File: config.mk
export PLATFORM = sky130hd
export DESIGN_NAME = sprite_blitter
export DESIGN_NICKNAME = d
export VERILOG_FILES = /design/src/rtl/sprite_blitter.sv
export SDC_FILE = /design/constraint.sdc
export NUM_CORES = 1
export LEC_CHECK = 0
export ABC_AREA = 1
export BUFFER_PORTS_ARGS = -buffer_cell sky130_fd_sc_hd__buf_2
export CAP_MARGIN = 20
export CELL_PAD_IN_SITES_DETAIL_PLACEMENT = 1
export CELL_PAD_IN_SITES_GLOBAL_PLACEMENT = 2
export CORE_MARGIN = 2
export CORE_UTILIZATION = 30
export CTS_BUF_LIST = sky130_fd_sc_hd__clkbuf_2 sky130_fd_sc_hd__clkbuf_4 sky130_fd_sc_hd__clkbuf_8
export DETAILED_ROUTE_END_ITERATION = 16
export PLACE_DENSITY = 0.92
export SETUP_SLACK_MARGIN = 0.05
export SYNTH_ARGS = -nofsm -noshare
export SYNTH_HDL_FRONTEND = slang
export SYNTH_SLANG_ARGS = --single-unit
File: constraint.sdc
create_clock -name clk_in -period 2.74 [get_ports clk_in]
set_input_delay 0.274 -clock clk_in [delete_from_list [all_inputs] [get_ports clk_in]]
set_output_delay 0.274 -clock clk_in [all_outputs]
set_load 0.05 [all_outputs]
File: src/rtl/sprite_blitter.sv
// sprite_blitter: draws an 8-pixel-wide, n-row sprite into a 32-bit-per-pixel
// VRAM. Lit sprite pixels are XORed onto the screen. Every drawn pixel is a
// read-modify-write, and any erased pixel raises collision_out. Pixels past
// the right edge are clipped. Rows past the bottom edge end the draw early.
module sprite_blitter #(
  parameter int          SCREEN_W = 64,
  parameter int          SCREEN_H = 32,
  parameter logic [31:0] PIXEL_ON = 32'hFFFF_FFFF
) (
  input  logic        clk_in,
  input  logic        rst_in,
  input  logic        start_in,
  input  logic [7:0]  x_in,
  input  logic [7:0]  y_in,
  input  logic [3:0]  n_in,
  input  logic [11:0] addr_in,
  output logic [11:0] mem_addr_out,
  output logic        mem_rd_out,
  input  logic [7:0]  mem_data_in,
  output logic [10:0] vram_addr_out,
  output logic        vram_rd_out,
  input  logic [31:0] vram_rdata_in,
  output logic        vram_we_out,
  output logic [31:0] vram_wdata_out,
  output logic        busy_out,
  output logic        done_out,
  output logic        collision_out
);

  typedef enum logic [2:0] {
    S_IDLE,
    S_FETCH,
    S_FWAIT,
    S_PIXEL,
    S_PWAIT,
    S_PWRITE,
    S_DONE
  } state_t;

  state_t      state_reg;
  logic [7:0]  x0_reg;
  logic [7:0]  y0_reg;
  logic [3:0]  n_reg;
  logic [11:0] base_reg;
  logic [3:0]  row_reg;
  logic [2:0]  col_reg;
  logic [7:0]  row_byte_reg;

  // Per-column masks, indexed by column (column 0 = sprite MSB = leftmost).
  logic [7:0]  in_range_mask;
  logic [7:0]  fetched_mask;
  logic [7:0]  held_mask;

  logic [2:0]  col_next;
  logic [4:0]  row_inc;
  logic        row_last;
  logic        advance;
  logic [10:0] row_base;
  logic [10:0] addr_step;

  // Strobes and addresses are registered outputs. The FSM therefore decides
  // one state ahead whether the next column is drawn. The fetched-byte mask
  // is used when leaving FWAIT, and the held-byte mask when stepping columns.
  genvar gi;
  generate
    for (gi = 0; gi < 8; gi++) begin : g_col
      assign in_range_mask[gi] = ({1'b0, x0_reg} + 9'(gi)) < 9'(SCREEN_W);
      assign fetched_mask[gi]  = mem_data_in[7-gi] & in_range_mask[gi];
      assign held_mask[gi]     = row_byte_reg[7-gi] & in_range_mask[gi];
    end
  endgenerate

  assign col_next  = col_reg + 3'd1;
  assign row_inc   = {1'b0, row_reg} + 5'd1;
  assign row_last  = (row_inc == {1'b0, n_reg}) ||
                     ((9'(y0_reg) + 9'(row_inc)) >= 9'(SCREEN_H));
  // A column is finished either by a one-cycle skip in PIXEL or by its write.
  assign advance   = ((state_reg == S_PIXEL) && !vram_rd_out) ||
                     (state_reg == S_PWRITE);
  // The current row is always on screen, so the 11-bit product cannot alias.
  assign row_base  = (11'(y0_reg) + 11'(row_reg)) * 11'(SCREEN_W) + 11'(x0_reg);
  assign addr_step = row_base + 11'(col_next);

  // Drawing FSM: this block also produces all registered outputs.
  always_ff @(posedge clk_in or negedge rst_in) begin
    if (!rst_in) begin
      state_reg      <= S_IDLE;
      x0_reg         <= 8'd0;
      y0_reg         <= 8'd0;
      n_reg          <= 4'd0;
      base_reg       <= 12'd0;
      row_reg        <= 4'd0;
      col_reg        <= 3'd0;
      row_byte_reg   <= 8'd0;
      mem_addr_out   <= 12'd0;
      mem_rd_out     <= 1'b0;
      vram_addr_out  <= 11'd0;
      vram_rd_out    <= 1'b0;
      vram_we_out    <= 1'b0;
      vram_wdata_out <= 32'd0;
      busy_out       <= 1'b0;
      done_out       <= 1'b0;
      collision_out  <= 1'b0;
    end else begin
      mem_rd_out  <= 1'b0;
      vram_rd_out <= 1'b0;
      vram_we_out <= 1'b0;
      done_out    <= 1'b0;

      case (state_reg)
        S_IDLE: begin
          if (start_in) begin
            x0_reg        <= 8'(x_in % SCREEN_W);
            y0_reg        <= 8'(y_in % SCREEN_H);
            n_reg         <= n_in;
            base_reg      <= addr_in;
            row_reg       <= 4'd0;
            col_reg       <= 3'd0;
            collision_out <= 1'b0;
            busy_out      <= 1'b1;
            if (n_in == 4'd0) begin
              state_reg <= S_DONE;
              done_out  <= 1'b1;
            end else begin
              state_reg    <= S_FETCH;
              mem_rd_out   <= 1'b1;
              mem_addr_out <= addr_in;
            end
          end
        end

        S_FETCH: begin
          state_reg <= S_FWAIT;
        end

        S_FWAIT: begin
          row_byte_reg  <= mem_data_in;
          col_reg       <= 3'd0;
          state_reg     <= S_PIXEL;
          vram_rd_out   <= fetched_mask[0];
          vram_addr_out <= row_base;
        end

        S_PIXEL: begin
          if (vram_rd_out) begin
            state_reg <= S_PWAIT;
          end
        end

        S_PWAIT: begin
          state_reg   <= S_PWRITE;
          vram_we_out <= 1'b1;
          if (vram_rdata_in != 32'd0) begin
            vram_wdata_out <= 32'd0;
            collision_out  <= 1'b1;
          end else begin
            vram_wdata_out <= PIXEL_ON;
          end
        end

        S_PWRITE: begin
          // Column stepping is handled below, together with the PIXEL skip path.
        end

        S_DONE: begin
          state_reg <= S_IDLE;
          busy_out  <= 1'b0;
        end

        default: begin
          state_reg <= S_IDLE;
          busy_out  <= 1'b0;
        end
      endcase

      if (advance) begin
        if (col_reg != 3'd7) begin
          col_reg       <= col_next;
          state_reg     <= S_PIXEL;
          vram_rd_out   <= held_mask[col_next];
          vram_addr_out <= addr_step;
        end else begin
          row_reg <= row_inc[3:0];
          if (row_last) begin
            state_reg <= S_DONE;
            done_out  <= 1'b1;
          end else begin
            state_reg    <= S_FETCH;
            mem_rd_out   <= 1'b1;
            mem_addr_out <= base_reg + 12'(row_inc);
          end
        end
      end
    end
  end

endmodule

* After elaboration in Yosys (flattened, before gate mapping)
Cells that the tools add are included.
** Operators by class
- Add/subtract/negate cells :: 14
- $mul :: 0
- Divide/modulo/power cells :: 0
- Order comparisons :: 10
- Equal/unequal tests :: 12
- Shift-type cells :: 0
- Muxes and demuxes :: 48
- Bitwise logic cells :: 10
- Reductions and logical operators :: 13
** Operator list (number)
- 12-bit two-way mux :: 6
- 7-bit less-than comparator (second input constant) :: 7
- 11-bit two-way mux :: 3
- 32-bit two-way mux :: 1
- 32-bit nonzero test :: 1
- 6-bit by 3-bit adder with 7-bit output (second input constant) :: 4
- 3-bit two-way mux :: 9
- 1-bit two-way mux :: 20
- 3-bit one-hot mux with 6 select lines :: 1
- 4-bit two-way mux :: 4
- 6-bit by 2-bit adder with 7-bit output (second input constant) :: 2
- 12-bit by 5-bit adder with 12-bit output :: 1
- 11-bit by 3-bit adder with 11-bit output :: 1
- 11-bit by 6-bit adder with 11-bit output :: 1
- 1-bit bitwise AND :: 9
- 3-bit inequality test (second input constant) :: 3
- 6-bit by 1-bit adder with 7-bit output (second input constant) :: 1
- 6-bit by 7-bit less-than comparator with 1-bit output (second input constant) :: 1
- 5-bit by 5-bit adder with 6-bit output :: 1
- 3-bit by 2-bit == test with 1-bit output (second input constant) :: 2
- 3-bit == test (second input constant) :: 2
- 6-bit >= comparator (second input constant) :: 1
- 2-bit inequality test (second input constant) :: 3
- 3-bit one-hot mux with 2 select lines :: 1
- 18 further kinds :: 22
** Storage, ports and cells
- Bits in registers :: 106
- Latch bits :: 0
- Memory bits (writable) :: 0
- Bits in read-only memories :: 0
- Word-level logic and storage cells :: 124
- Memories :: 0

* Longest topological paths before layout
- Depth in word-level cells :: 7
- Mapped depth :: 17
- Gate-level depth less buffers :: 17

* Least setup slack after synthesis
OpenSTA, ideal clock, no wires.
- Path kind :: reg-to-reg
- Start :: register row_reg[0]
- End :: register mem_addr_out[11]
- Library setup time :: 0.117 ns
- Arrival time :: 2.118 ns
- Data required time :: 2.623 ns
- Path slack :: 0.505 ns
- Cell stages (with the launch flop) :: 14
- Cell sequence :: dfrtp_1 -> ha_1 -> inv_1 -> nand2_1 -> nand2_1 -> inv_1 -> ha_1 -> a21oi_1 -> o21ai_0 -> nor2_2 -> nand3_4 -> buf_6 -> nor2_1 -> nor2_1
** Between the ends
- Cells in the longest elaborated chain, start to end :: 7
** Ends and longest elaborated chain
- start: declaration :: line 45 : logic [3:0] row_reg;
- start signal: assignment :: line 183 : row_reg <= row_inc[3:0];
- 4-bit by 1-bit adder with 5-bit output * :: line 74 : assign row_inc = {1'b0, row_reg} + 5'd1;
- 5-bit by 5-bit adder with 6-bit output :: line 76 : ((9'(y0_reg) + 9'(row_inc)) >= 9'(SCREEN_H));
- 6-bit >= comparator :: line 76
- 1-bit logical OR :: line 75 : assign row_last = (row_inc == {1'b0, n_reg}) ||
- 12-bit two-way mux * :: line 184 : if (row_last) begin
- 12-bit two-way mux * :: line 177 : if (col_reg != 3'd7) begin
- 12-bit two-way mux * :: line 176 : if (advance) begin
- end signal: assignment :: line 127 : mem_addr_out <= addr_in;
- end signal: assignment :: line 190 : mem_addr_out <= base_reg + 12'(row_inc);
- end: declaration :: line 17 : output logic [11:0] mem_addr_out,
Every way passes the cells marked *; elsewhere a longest branch is shown, timed or not.
A chain may end at the register's enable or synchronous reset.

* Worst setup path after layout
- Start :: register row_reg[0]
- End :: register mem_addr_out[0]
Same word-level chain as after synthesis.

==> run_results.csv <==
group,metric,value,unit
global_routing,antenna_found_initial,0,
clock_network,cts_max_level,3,
routing,dr.pass1.iters,4,
timing,setup_violations,0,
yosys,ys_seq_area_frac,0.3952,
yosys,avgSynthCellArea,7.352,um2
floorplanning,die_h,129.8,um
yosys,yosys.area.top_type_share,0.3952,
yosys,synth_top_flop_cell,"dfrtp_1",
outcome,status,"finished clean",
setup_path,critPathKind,"flip-flop to flip-flop",
setup_path,cp-start-kind,"flip-flop",
timing,finClkSkew,0.01124,ns
power_and_ir_drop,p_leak,3.099,nW
timing,tightest_slew,0.6811,ns
timing,max_freq,423.4,MHz
placed_design,globalplace.congestion,0.7847,
placed_design,post-place-ws,0.3657,ns
cells_and_area,multiInputGateArea,2320,um2
timing,worst_slack,0.3783,ns
cells_and_area,drive_gt1_frac,0.2275,
timing,finalHoldViolCount,0,
yosys,ys.warnings.count,0,
timing,period_needed,2.362,ns
min_path,hold_start,"x_in[1]",
routing,drtIter0Drc,138,
timing,rsz0062_at_grt,"no",
global_routing,grt_pass1_wl,22730,um
clock_network,cts_resized,0,
clock_network,numClockSinks,75,
cells_and_area,seqCellArea,1877,um2
routing,drc,0,
yosys,syn_inst,646,
clock_network,numCtsBuffers,9,
routing,viasPerCell,4.515,
cells_and_area,syn_to_final_growth,18.73,%
power_and_ir_drop,power.density,1272,nW/um2
cells_and_area,num_antenna_cells,0,
floorplanning,rows,45,
yosys,ys_ff_latch,75,
cells_and_area,layout.nets,851,
timing,drv_slew,0,
clock_network,cts_root_buf,"clkbuf_8",
yosys,synth_nets,745,
setup_path,worstReg2RegStart,"row_reg[0]$_DFF_PN0_",
floorplanning,start_util,0.3101,
yosys,synth_edf_count,0,
min_path,min_path_cells,3,
floorplanning,core_area,15310,um2
global_routing,grt_max_degree,76,
floorplanning,dieWidth,129.8,um
clock_network,clk_latency,0.38,ns
routing,wire_per_inst,14.02,um
setup_path,critical_path.max_fanout,17,
routing,wl,13560,um
run,maxCapViolCount,0,
yosys,async_reset_ff_frac,1.000,
global_routing,track_usage,0.1726,
yosys,yosysMostFrequentCell,"nand2_1",
clock_network,cts_tree,"yes",
yosys,synth_top_area_cell,"dfrtp_1",
placed_design,place_hpwl,10270,um
yosys,syn_area,4750,um2
clock_network,clk_pin_slew,0.08,ns
setup_path,crit_arrival,2.67,ns
yosys,synth_cell_type_count,39,
power_and_ir_drop,peakVddDrop,0.0007762,V
floorplanning,ios,136,
yosys,synth_area_leaders,"dfrtp_1, nand2_1, ha_1",
global_routing,grt_pass1_vias,4580,
routing,antenna_left,0,
setup_path,required,3.05,ns
cells_and_area,num-fill-cells,2014,
setup_path,critPathCaptureType,"flip-flop",
setup_path,reg2regPathDepth,13,
floorplanning,dieArea,16850,um2
clock_network,cts_buffer_depth,2,
timing,fin_crit_sh,0.8619,
min_path,hold_class,"primary input to flip-flop",
routing,via_count,4366,
global_routing,grt_overflow,0,
placed_design,port_buffers,130,
timing,fin_tns_setup,0,ns
timing,slew-limit-headroom,0.5460,
yosys,yosys-top-cells-count,"nand2_1, dfrtp_1, inv_1",
setup_path,startpoint,"row_reg[0]$_DFF_PN0_",
## stage by stage
step	cells	power [mW]	hold slack, ns	instance area, um2	utilization
CTS	965	7.265	0.07502	5602	0.3658
detailed placement	950	6.354	0.4640	5415	0.3536
global route	967	7.806	0.09147	5639	0.3682
finish	967	7.174	0.08760	5639	0.3682
global placement	950	6.294	0.4619	5415	0.3536
floorplan	646	5.550	-0.02159	4750	-
## final timing paths
| check | slack [ns] | end |
|---|---|---|
| min reg2reg | 0.48 | row_byte_reg[2]$_DFFE_PN0P_ |
| max reg2reg | 0.38 | mem_addr_out[0]$_DFF_PN0_ |
| max | 0.38 | mem_addr_out[0]$_DFF_PN0_ |
| min | 0.09 | x0_reg[1]$_DFFE_PN0P_ |
| max in group asynchronous | 1.86 | base_reg[2]$_DFFE_PN0P_ |
| min in group asynchronous | 0.31 | x0_reg[4]$_DFFE_PN0P_ |
## what timing repair did
action	in CTS	in global routing
endpoints found under the hold margin	0	17
hold buffers	0	1
buffers inserted	0	0
## cell families after synthesis
group                    share of synthesized area
multiplexers                              0.002108
AO/OA/AOI/OAI                              0.09458
adder cells (fa/ha/maj)                    0.06797
flip-flops                                  0.3952
XOR/XNOR                                   0.01475
buffers and inverters                       0.1164
AND/OR/NAND/NOR                             0.3090
## power breakdown
group          switching [mW]  total [mW]  internal, mW
logic                    3.08        4.25          1.17
clock network           0.421       0.865         0.444
registers               0.446        2.06          1.61
## layout make-up
cell class | instances | area share
tap | 211 | 0.04682
clock inverter | 3 | 0.007100
sequential | 75 | 0.3328
timing repair buffer | 139 | 0.1318
clock buffer | 12 | 0.02596
inverter | 65 | 0.04415
multi-input combinational | 462 | 0.4114
## cell usage in the layout (no fill, tap or decap), drive strengths merged
| cell | n |
|---|---|
| a31oi | 3 |
| o21ai | 52 |
| fa | 3 |
| xnor2 | 4 |
| mux2i | 1 |
| o21bai | 1 |
| dlygate4sd3 | 1 |
| bufinv | 1 |
| nor3 | 4 |
| a21oi | 17 |
| o22ai | 4 |
| xor2 | 4 |
| clkinv | 4 |
| o211ai | 4 |
| nand3b | 1 |
| nand2 | 224 |
| nor2 | 57 |
| or2 | 5 |
| clkbuf | 12 |
| o21a | 1 |
| buf | 138 |
| nand4 | 17 |
| nand3 | 39 |
| inv | 63 |
| dfrtp | 75 |
| ha | 21 |
## critical path, cell delays in order, from the launching register on
cell and delay (ns):
dfrtp_1 0.47, ha_1 0.27, inv_1 0.06, nand2_1 0.06
nand2_1 0.10, inv_1 0.08, ha_1 0.29, a21oi_1 0.15
o21ai_0 0.10, nor2_2 0.15, nand3_4 0.23, inv_1 0.17
nand2_1 0.08, nand2_1 0.06
## per-layer routing
layer  vias to the layer above  global-route usage  part of all wire
met5                         -                   0                 0
met1                      2021              0.2288              0.48
li1                       2255                   -                 -
met2                        71              0.2855              0.47
met4                         0             0.06578             0.020
met3                        19             0.02583             0.032
Power figures use the tool's default switching activity.
